**config.mk**
```make
export PLATFORM = sky130hd
export DESIGN_NAME = rgb_pwm_driver_flat
export DESIGN_NICKNAME = d
export VERILOG_FILES = /design/src/rtl/rgb_pwm_driver_if.sv /design/src/rtl/rgb_pwm_driver.sv /design/src/flat_wrapper.sv
export SDC_FILE = /design/constraint.sdc
export NUM_CORES = 1
export LEC_CHECK = 0
export ABC_AREA = 1
export CAP_MARGIN = 10
export CELL_PAD_IN_SITES_DETAIL_PLACEMENT = 2
export CELL_PAD_IN_SITES_GLOBAL_PLACEMENT = 2
export CORE_ASPECT_RATIO = 0.5
export CORE_MARGIN = 1.5
export CORE_UTILIZATION = 28
export CTS_CLUSTER_SIZE = 8
export DETAILED_ROUTE_END_ITERATION = 10
export PLACE_DENSITY_LB_ADDON = 0.25
export SLEW_MARGIN = 10
export SYNTH_ARGS = -nofsm -noshare
export SYNTH_HDL_FRONTEND = slang
export SYNTH_SLANG_ARGS = --single-unit
```
**constraint.sdc**
```tcl
create_clock -name clock -period 4 [get_ports clock]
set_clock_uncertainty 0.05 [all_clocks]
set_input_delay 0.4 -clock clock [delete_from_list [all_inputs] [get_ports clock]]
set_output_delay 0.4 -clock clock [all_outputs]
set_load 0.01 [all_outputs]
```
**src/rtl/rgb_pwm_driver_if.sv**
```systemverilog
// rgb_pwm_driver_if: bundles the colour inputs, run control and PWM drive
// outputs of rgb_pwm_driver. The master side (sequencer/bench) drives
// enable and the intensity codes; the slave side (the driver) returns the
// LED lines and the frame-wrap strobe. There is no valid/ready handshake:
// inputs are level signals sampled by the driver on its own schedule, and
// frame_start is an unconditional one-cycle strobe.
interface rgb_pwm_driver_if;
  logic       enable;
  logic [3:0] r_in;
  logic [3:0] g_in;
  logic [3:0] b_in;
  logic       led_r;
  logic       led_g;
  logic       led_b;
  logic       frame_start;

  modport master (
    output enable,
    output r_in,
    output g_in,
    output b_in,
    input  led_r,
    input  led_g,
    input  led_b,
    input  frame_start
  );

  modport slave (
    input  enable,
    input  r_in,
    input  g_in,
    input  b_in,
    output led_r,
    output led_g,
    output led_b,
    output frame_start
  );
endinterface

```
**src/rtl/rgb_pwm_driver.sv**
```systemverilog
// rgb_pwm_driver: three-channel PWM LED output stage. Each 4-bit level is
// the number of PWM steps (out of 15) the channel is on per frame; a step
// lasts PRESCALE clocks. Colour values are captured only at the frame wrap
// (or transparently while stopped), so upstream changes never cut a pulse
// short. frame_start pulses in the first cycle of each new frame.
// Build option: define RGB_PWM_ACTIVE_LOW_EN to invert the three LED
// outputs for common-anode LEDs (idle level becomes 1; frame_start keeps
// its active-high polarity).
module rgb_pwm_driver #(
  parameter int unsigned PRESCALE = 4
) (
  input  logic             clock,
  input  logic             reset,
  rgb_pwm_driver_if.slave  bus
);

  localparam int unsigned PW = (PRESCALE > 1) ? $clog2(PRESCALE) : 1;
  localparam logic [PW-1:0] PRESC_LAST = PW'(PRESCALE - 1);
  localparam logic [3:0]    STEP_LAST  = 4'd14;

`ifdef RGB_PWM_ACTIVE_LOW_EN
  localparam logic LED_OFF = 1'b1;
`else
  localparam logic LED_OFF = 1'b0;
`endif

  logic [PW-1:0] presc_cnt;
  logic [3:0]    step_cnt;
  logic [3:0]    duty_r;
  logic [3:0]    duty_g;
  logic [3:0]    duty_b;
  logic          led_r_reg;
  logic          led_g_reg;
  logic          led_b_reg;
  logic          frame_start_reg;

  logic tick;
  logic wrap;

  // One PWM step ends when the prescaler reaches its last count; the frame
  // ends on the last step's tick.
  assign tick = (presc_cnt == PRESC_LAST);
  assign wrap = tick && (step_cnt == STEP_LAST);

  // Counters, shadow duty registers and registered drive outputs. While
  // stopped the shadows follow the inputs so a restart begins at step 0
  // with the colour present in the last stopped cycle.
  always_ff @(posedge clock or posedge reset) begin
    if (reset) begin
      presc_cnt       <= '0;
      step_cnt        <= '0;
      duty_r          <= '0;
      duty_g          <= '0;
      duty_b          <= '0;
      led_r_reg       <= LED_OFF;
      led_g_reg       <= LED_OFF;
      led_b_reg       <= LED_OFF;
      frame_start_reg <= 1'b0;
    end else if (!bus.enable) begin
      presc_cnt       <= '0;
      step_cnt        <= '0;
      duty_r          <= bus.r_in;
      duty_g          <= bus.g_in;
      duty_b          <= bus.b_in;
      led_r_reg       <= LED_OFF;
      led_g_reg       <= LED_OFF;
      led_b_reg       <= LED_OFF;
      frame_start_reg <= 1'b0;
    end else begin
      if (tick) begin
        presc_cnt <= '0;
      end else begin
        presc_cnt <= presc_cnt + PW'(1);
      end

      if (wrap) begin
        step_cnt        <= '0;
        duty_r          <= bus.r_in;
        duty_g          <= bus.g_in;
        duty_b          <= bus.b_in;
        frame_start_reg <= 1'b1;
      end else begin
        frame_start_reg <= 1'b0;
        if (tick) begin
          step_cnt <= step_cnt + 4'd1;
        end
      end

      // The on-phase runs from the frame head for duty steps; level 15 is
      // always on because step_cnt never exceeds 14.
      led_r_reg <= (step_cnt < duty_r) ^ LED_OFF;
      led_g_reg <= (step_cnt < duty_g) ^ LED_OFF;
      led_b_reg <= (step_cnt < duty_b) ^ LED_OFF;
    end
  end

  assign bus.led_r       = led_r_reg;
  assign bus.led_g       = led_g_reg;
  assign bus.led_b       = led_b_reg;
  assign bus.frame_start = frame_start_reg;

endmodule
```
**src/flat_wrapper.sv**
```systemverilog
// flat-port wrapper written by rule: the top's interface ports become plain ports
module rgb_pwm_driver_flat 
#(
  parameter int unsigned PRESCALE = 4
)
  (clock, reset, bus_enable, bus_r_in, bus_g_in, bus_b_in, bus_led_r, bus_led_g, bus_led_b, bus_frame_start);
  rgb_pwm_driver_if bus_i ();
  input  logic clock;
  input  logic reset;
  input wire logic [$bits(bus_i.enable)-1:0] bus_enable;
  input wire logic [$bits(bus_i.r_in)-1:0] bus_r_in;
  input wire logic [$bits(bus_i.g_in)-1:0] bus_g_in;
  input wire logic [$bits(bus_i.b_in)-1:0] bus_b_in;
  output wire logic [$bits(bus_i.led_r)-1:0] bus_led_r;
  output wire logic [$bits(bus_i.led_g)-1:0] bus_led_g;
  output wire logic [$bits(bus_i.led_b)-1:0] bus_led_b;
  output wire logic [$bits(bus_i.frame_start)-1:0] bus_frame_start;
  assign bus_i.enable = bus_enable;
  assign bus_i.r_in = bus_r_in;
  assign bus_i.g_in = bus_g_in;
  assign bus_i.b_in = bus_b_in;
  assign bus_led_r = bus_i.led_r;
  assign bus_led_g = bus_i.led_g;
  assign bus_led_b = bus_i.led_b;
  assign bus_frame_start = bus_i.frame_start;
  rgb_pwm_driver #(.PRESCALE(PRESCALE)) u_core (.clock(clock), .reset(reset), .bus(bus_i));
endmodule
```
==> results.md, run 1 <==
* Count of cells along the worst hold path at 1
* Count of cell types in the netlist at 20
* Remaining DRCs at 0
* Post CTS Setup Buffer Count at 0
* Worst slew margin relative to its limit at 40.0%
* CTS Buffer Depth at 2
* Part of the Yosys area used for sequential elements at 47.6%
* IO Count at 19
* Final setup viols at 0
* Pin count of the biggest net entering global routing at 23
* Total negative slack for setup checks at 0 ps
* Transition at the pin with the smallest max-transition slack at 898 ps
* Number of placement rows at 16
* Post-synthesis average cell area at 8.90 sq um
* Critical setup path kind: register to register
* Clock-pin transition on the worst setup and hold timing paths at 80 ps
* Period minus WS final at 1620 ps
* Final critical-path setup slack at 2380 ps
* CTS Buf Count at 3
* Flip-flop and latch count after synthesis at 22
* Worst flop-to-flop path startpoint: u_core.step_cnt[0]
* DP HPWL at 1950 um
* Launch point of the worst hold path: u_core.presc_cnt[0]
* Reg-to-reg critical path endpoint: u_core.step_cnt[3]
* Worst slack, placed at 2140 ps
* Count of final max-slew check failures at 0
* Number of max-capacitance violations reported at 0
* TritonCTS clock tree: built
* Power per Cell Area at 327 nW/um^2
* CP Capture Type: register
* Total placed instance area at 1370 sq um
* Max VDD drop at 0.0910 mV
* Starting Density at 29.5%
* Critical Path Fanout Max at 6
* Startpoint kind of the worst setup timing path: register
* Worst r2r path cells at 7
* Top library cells by usage in the layout, fill and taps aside: nand2_1 (43), dfrtp_1 (22), inv_1 (20)
* First DRT Iteration DRCs at 8
* Hold crit path type: register to register
* Post-detailed-routing wire length at 2720 um
* Final RePlAce weighted congestion at 0.710
* Number of hold violations in the final report at 0
* Required time worst endpoint at 4140 ps
* Synth warnings at 0
* CTS Root Cell: clkbuf_8
* Unrepaired setup endpoints after global routing: no
* Number of antenna diodes at 0
* Cells resized by post-CTS repair at 0
* Later-pin clock latency in the skew report at 260 ps
* Global-route wire length before repair at 4710 um
* Minimum setup slack among reg-to-reg paths at 2380 ps
* Overall via count from detail_route at 899
* Fraction of layout instances using a drive strength above 1 at 10.1%
* Area added between synthesis and finish at 22.3%
* Vias per std cell at 4.43
* Instance count after placement with tap cells included at 200
* Total GRT Usage at 13.6%
* Mean routed wirelength per cell at 13.4 um
* Final instance area at 1420 sq um
* Commonest non-fill, non-tap cell in the layout: nand2_1
* Clock Sink Count at 22
* Leakage power total at 0.751 nW
* Fin util at 36.1%
* Destination of the worst hold path: u_core.presc_cnt[0]
* Vertical die dimension at 48.5 um
* Standard cell core area at 3920 sq um
* Post-Synthesis Cells at 130
* Sum of overflow across all layers after global routing at 0
* Die W at 93.9 um
* Share of the cycle needed by the critical path after routing at 40.6%
* Count of H-tree levels built during CTS at 1
* Number of port buffers at 18
* Number of nets with antenna violations after routing at 0
* Summed instance area of the synthesized netlist at 1160 sq um
* First-pass iteration count of the detailed router at 2
* Data arrival time of the critical path at 1770 ps
* Status: complete, no violations
* Via count of the first global-routing pass at 941
* Final std cells w/o fill at 203
* Highest attainable clock frequency at 616 MHz
* Final net count at 178
* Hold buffer count at cts at 0
* Antenna violations before repair at 0
* Total Die Area at 4550 sq um
* Net Count, Synth at 157
worst max path at each step:
stage	start	to	slack, ps
CTS	u_core.step_cnt[0]	u_core.duty_b[1]	2350
detailed placement	bus_enable	u_core.step_cnt[3]	2140
finish	u_core.step_cnt[0]	u_core.step_cnt[3]	2380
global route	u_core.step_cnt[0]	u_core.step_cnt[3]	2180
global placement	bus_enable	u_core.step_cnt[3]	2240
floorplan	u_core.step_cnt[0]	u_core.duty_r[1]	2690
report_power, final:
| part | total, W | internal [W] | switching (W) |
|---|---|---|---|
| registers | 0.000245 | 0.000239 | 0.00000686 |
| clock network | 0.000139 | 0.0000672 | 0.0000720 |
| logic | 0.0000774 | 0.0000345 | 0.0000430 |
routing by layer:
| layer | GRT usage, % | wire [um] |
|---|---|---|
| met5 | 0 | 0 |
| met4 | 2.24 | 14 |
| met3 | 3.30 | 81 |
| met2 | 24.8 | 1320 |
| met1 | 16.6 | 1310 |
worst max-delay path: stages, from the launching register on:
cell     delay, ps
dfrtp_1        440
inv_1          140
ha_1           220
nand2_1         70
nor2_2          50
nor2_1         340
nand2_1        110
nor2_1         130
Yosys cell counts:
library cell	count	area (sq um)
a21oi_1	3	15.0
a31oi_1	1	6.26
buf_12	1	20.0
buf_6	1	11.3
dfrtp_1	22	551
ha_1	12	150
inv_1	20	75.1
inv_2	1	3.75
nand2_1	43	161
nand2_2	2	12.5
nand2_4	1	11.3
nand3_1	1	5.00
nand3b_1	1	7.51
nand4_1	1	6.26
nor2_1	8	30.0
nor2_2	1	6.26
nor3_1	1	5.00
o21ai_0	2	10.0
o21ai_2	7	61.3
xor2_1	1	8.76
final cells by class:
| cell class | count | area, sq um |
|---|---|---|
| timing repair buffer | 18 | 180 |
| tap | 54 | 67.6 |
| multi-input combinational | 85 | 497 |
| clock buffer | 3 | 41.3 |
| inverter | 21 | 78.8 |
| fill | 473 | 2510 |
| sequential | 22 | 551 |
kinds of logic after synthesis:
family	count (synthesis)	synth area share, %
xor+xnor	1	0.757
flops	22	47.6
buf+inv	23	9.51
compound gates	13	8.00
fa+ha+maj	12	13.0
simple gates	59	21.2
through the flow:
step	total power, W	hold slack, ps
2_1_floorplan	0.000297	339
3_3_place_gp	0.000325	386
3_5_place_dp	0.000329	390
4_1_cts	0.000469	400
5_1_grt	0.000486	424
6_report	0.000462	398
Note: power is estimated with default switching activity, not from simulation.
==> run 2: changes to the inputs <==
- clock period: 4 -> 1.44 ns (I/O delays scaled with it)
==> run 2 against run 1 <==
Critical path depth down 1. Cell count increased by 4.4%. Count of clock-buffer cells in the layout grew 1. Global-route usage decreased by 0.11 points. Critical path type is now input pin to register. First-iteration DRC count increased by 75%. Die area unchanged. Highest routed layer unchanged. Final area increased by 7.3%. Largest power group unchanged. Core utilization up 2.6 points. Wire length rose by 6.8%. Via count is 2.4% higher. Sequential share of layout area fell by 2.6 points. Total power grew to 3.0 times the previous value.
==> results.md, run 2 (synthesis results as in run 1) <==
* Status: complete, no violations
* CTS Buffer Depth at 2 (unchanged)
* Total placed instance area at 1430 sq um (+3.8%)
* Die W at 93.9 um (unchanged)
* Count of final max-slew check failures at 0 (unchanged)
* Count of H-tree levels built during CTS at 1 (unchanged)
* Worst slack, placed at -5.20 ps (-2140 ps)
* Number of antenna diodes at 0 (unchanged)
* Top library cells by usage in the layout, fill and taps aside: nand2_1 (43), dfrtp_1 (22), inv_1 (20)
* Final std cells w/o fill at 212 (+4.4%)
* First-pass iteration count of the detailed router at 3 (+1)
* Kind of cell with the highest combined delay on the critical path: buffers and inverters
* Pin count of the biggest net entering global routing at 23 (unchanged)
* Fillers at 439 (-7.2%)
* Commonest non-fill, non-tap cell in the layout: nand2_1
* Minimum setup slack among reg-to-reg paths at 100 ps (-2280 ps)
* Number of placement rows at 16 (unchanged)
* Remaining DRCs at 0 (unchanged)
* IO Count at 19 (unchanged)
* Unrepaired setup endpoints after global routing: yes
* Standard cell core area at 3920 sq um (unchanged)
* TritonCTS clock tree: built
* Instance count after placement with tap cells included at 207 (+3.5%)
* Buffer and inverter count on the worst path at 3 (+2)
* Transition at the pin with the smallest max-transition slack at 508 ps (-390 ps)
* Final net count at 186 (+4.5%)
* Overall via count from detail_route at 921 (+2.4%)
* Fraction of layout instances using a drive strength above 1 at 15.2% (+5.1 points)
* Worst slew margin relative to its limit at 66.0% (+26 points)
* DP HPWL at 2040 um (+4.5%)
* CTS Buf Count at 3 (unchanged)
* Highest attainable clock frequency at 722 MHz
* Vias per std cell at 4.34 (-1.9%)
* Clock-pin transition on the worst setup and hold timing paths at 80 ps (about the same)
* First DRT Iteration DRCs at 14 (+6)
* Later-pin clock latency in the skew report at 260 ps (about the same)
* Period minus WS final at 1390 ps
* List of cells traversed by the critical path: clkdlybuf4s50_1 -> inv_1 -> nor2_1 -> buf_4 -> nand2_1 -> nor2_1
* Area added between synthesis and finish at 31.1%
* Critical Path Fanout Max at 6 (unchanged)
* CTS Root Cell: clkbuf_8
* Sum of overflow across all layers after global routing at 0 (unchanged)
* Power per Cell Area at 902 nW/um^2 (+180%)
* Number of nets with antenna violations after routing at 0 (unchanged)
* Hold buffer count at cts at 0 (unchanged)
* Antenna violations before repair at 0 (unchanged)
* Number of port buffers at 18 (unchanged)
* Starting Density at 29.5% (unchanged)
* Final critical-path setup slack at 54.5 ps (-2320 ps)
* Post CTS Setup Buffer Count at 0 (unchanged)
* Largest stage delay on the critical path at 790 ps (+350 ps)
* Number of hold violations in the final report at 0 (unchanged)
* Worst flop-to-flop path startpoint: u_core.presc_cnt[0]
* Post-detailed-routing wire length at 2910 um (+6.8%)
* Share of the cycle needed by the critical path after routing at 96.2%
* Leakage power total at 0.802 nW (+6.9%)
* Critical Path Most Common Cell: nor2_1
* Total Die Area at 4550 sq um (unchanged)
* Final RePlAce weighted congestion at 0.705 (-0.79%)
* Vertical die dimension at 48.5 um (unchanged)
* Total negative slack for setup checks at 0 ps (unchanged)
* CP Capture Type: register
* Number of max-capacitance violations reported at 0 (unchanged)
* Max VDD drop at 0.279 mV (+210%)
* Worst r2r path cells at 7 (unchanged)
* Reg-to-reg critical path endpoint: u_core.duty_r[2]
* Startpoint kind of the worst setup timing path: input pin
* Critical path's slowest cell: clkdlybuf4s50_1
* Clock Sink Count at 22 (unchanged)
* Final instance area at 1520 sq um (+7.3%)
* Critical setup path kind: input pin to register
* Mean routed wirelength per cell at 13.7 um (+2.3%)
* Final setup viols at 0 (unchanged)
* Data arrival time of the critical path at 1530 ps (-240 ps)
* Total GRT Usage at 13.5% (-0.11 points)
* Hold crit path type: input pin to asynchronous set/reset pin
* Global-route wire length before repair at 4670 um (-0.72%)
* Via count of the first global-routing pass at 1000 (+6.3%)
* Total power at 0.00137 W (+200%)
* Required time worst endpoint at 1580 ps (-2560 ps)
run 2: changes by cell type in the layout (fill, tap and decap cells not counted), sizes merged:
| cell | change |
|---|---|
| clkbuf | +1 |
| nand2 | +1 |
| buf | +7 |
run 2: power by group:
part	total, W	internal (W)	switching (W)
Combinational	0.000243	0.000112	0.000131
Clock	0.000445	0.000244	0.000201
Sequential	0.000681	0.000663	0.0000184
run 2: metal layers:
metal  share of wire, %  global-route usage (%)
met4               0.45                    1.49
met5                  0                       0
met1                 48                    17.7
met2                 48                    23.1
met3                2.9                    3.77
run 2: final cells by class:
cell class                      instances  area, sq um  area share [%]
Sequential cell                        22          551            36.3
Multi-Input combinational cell         86          531            35.0
Timing Repair Buffer                   25          233            15.3
Inverter                               21         81.3            5.36
Tap cell                               54         67.6            4.45
Clock buffer                            4         55.1            3.63
run 2: stage by stage:
step	utilization, %	hold slack [ps]
finish	38.7	172
global route	38.7	211
CTS	38.0	181
detailed placement	36.4	418
global placement	36.4	382
floorplan	-	83.2
run 2: worst max-delay path by stage:
stage,from,cells past startpoint,end
6_report,bus_enable,6,u_core.step_cnt[3]
5_1_grt,bus_enable,6,u_core.step_cnt[3]
4_1_cts,u_core.step_cnt[0],8,u_core.duty_g[3]
3_5_place_dp,u_core.step_cnt[0],7,u_core.duty_r[2]
3_3_place_gp,u_core.step_cnt[0],8,u_core.duty_g[2]
2_1_floorplan,u_core.step_cnt[0],8,u_core.duty_r[1]
run 2: repair_timing:
item | CTS | global route
gates cloned | 0 | 1
gates resized for setup | 1 | 3
endpoints found under the setup margin | 5 | 8
pin swaps | 0 | 0
run 2: tightest hold or removal path, delay by kind of cell:
kind | cells | cell delay (ps)
buf+inv | 3 | 740
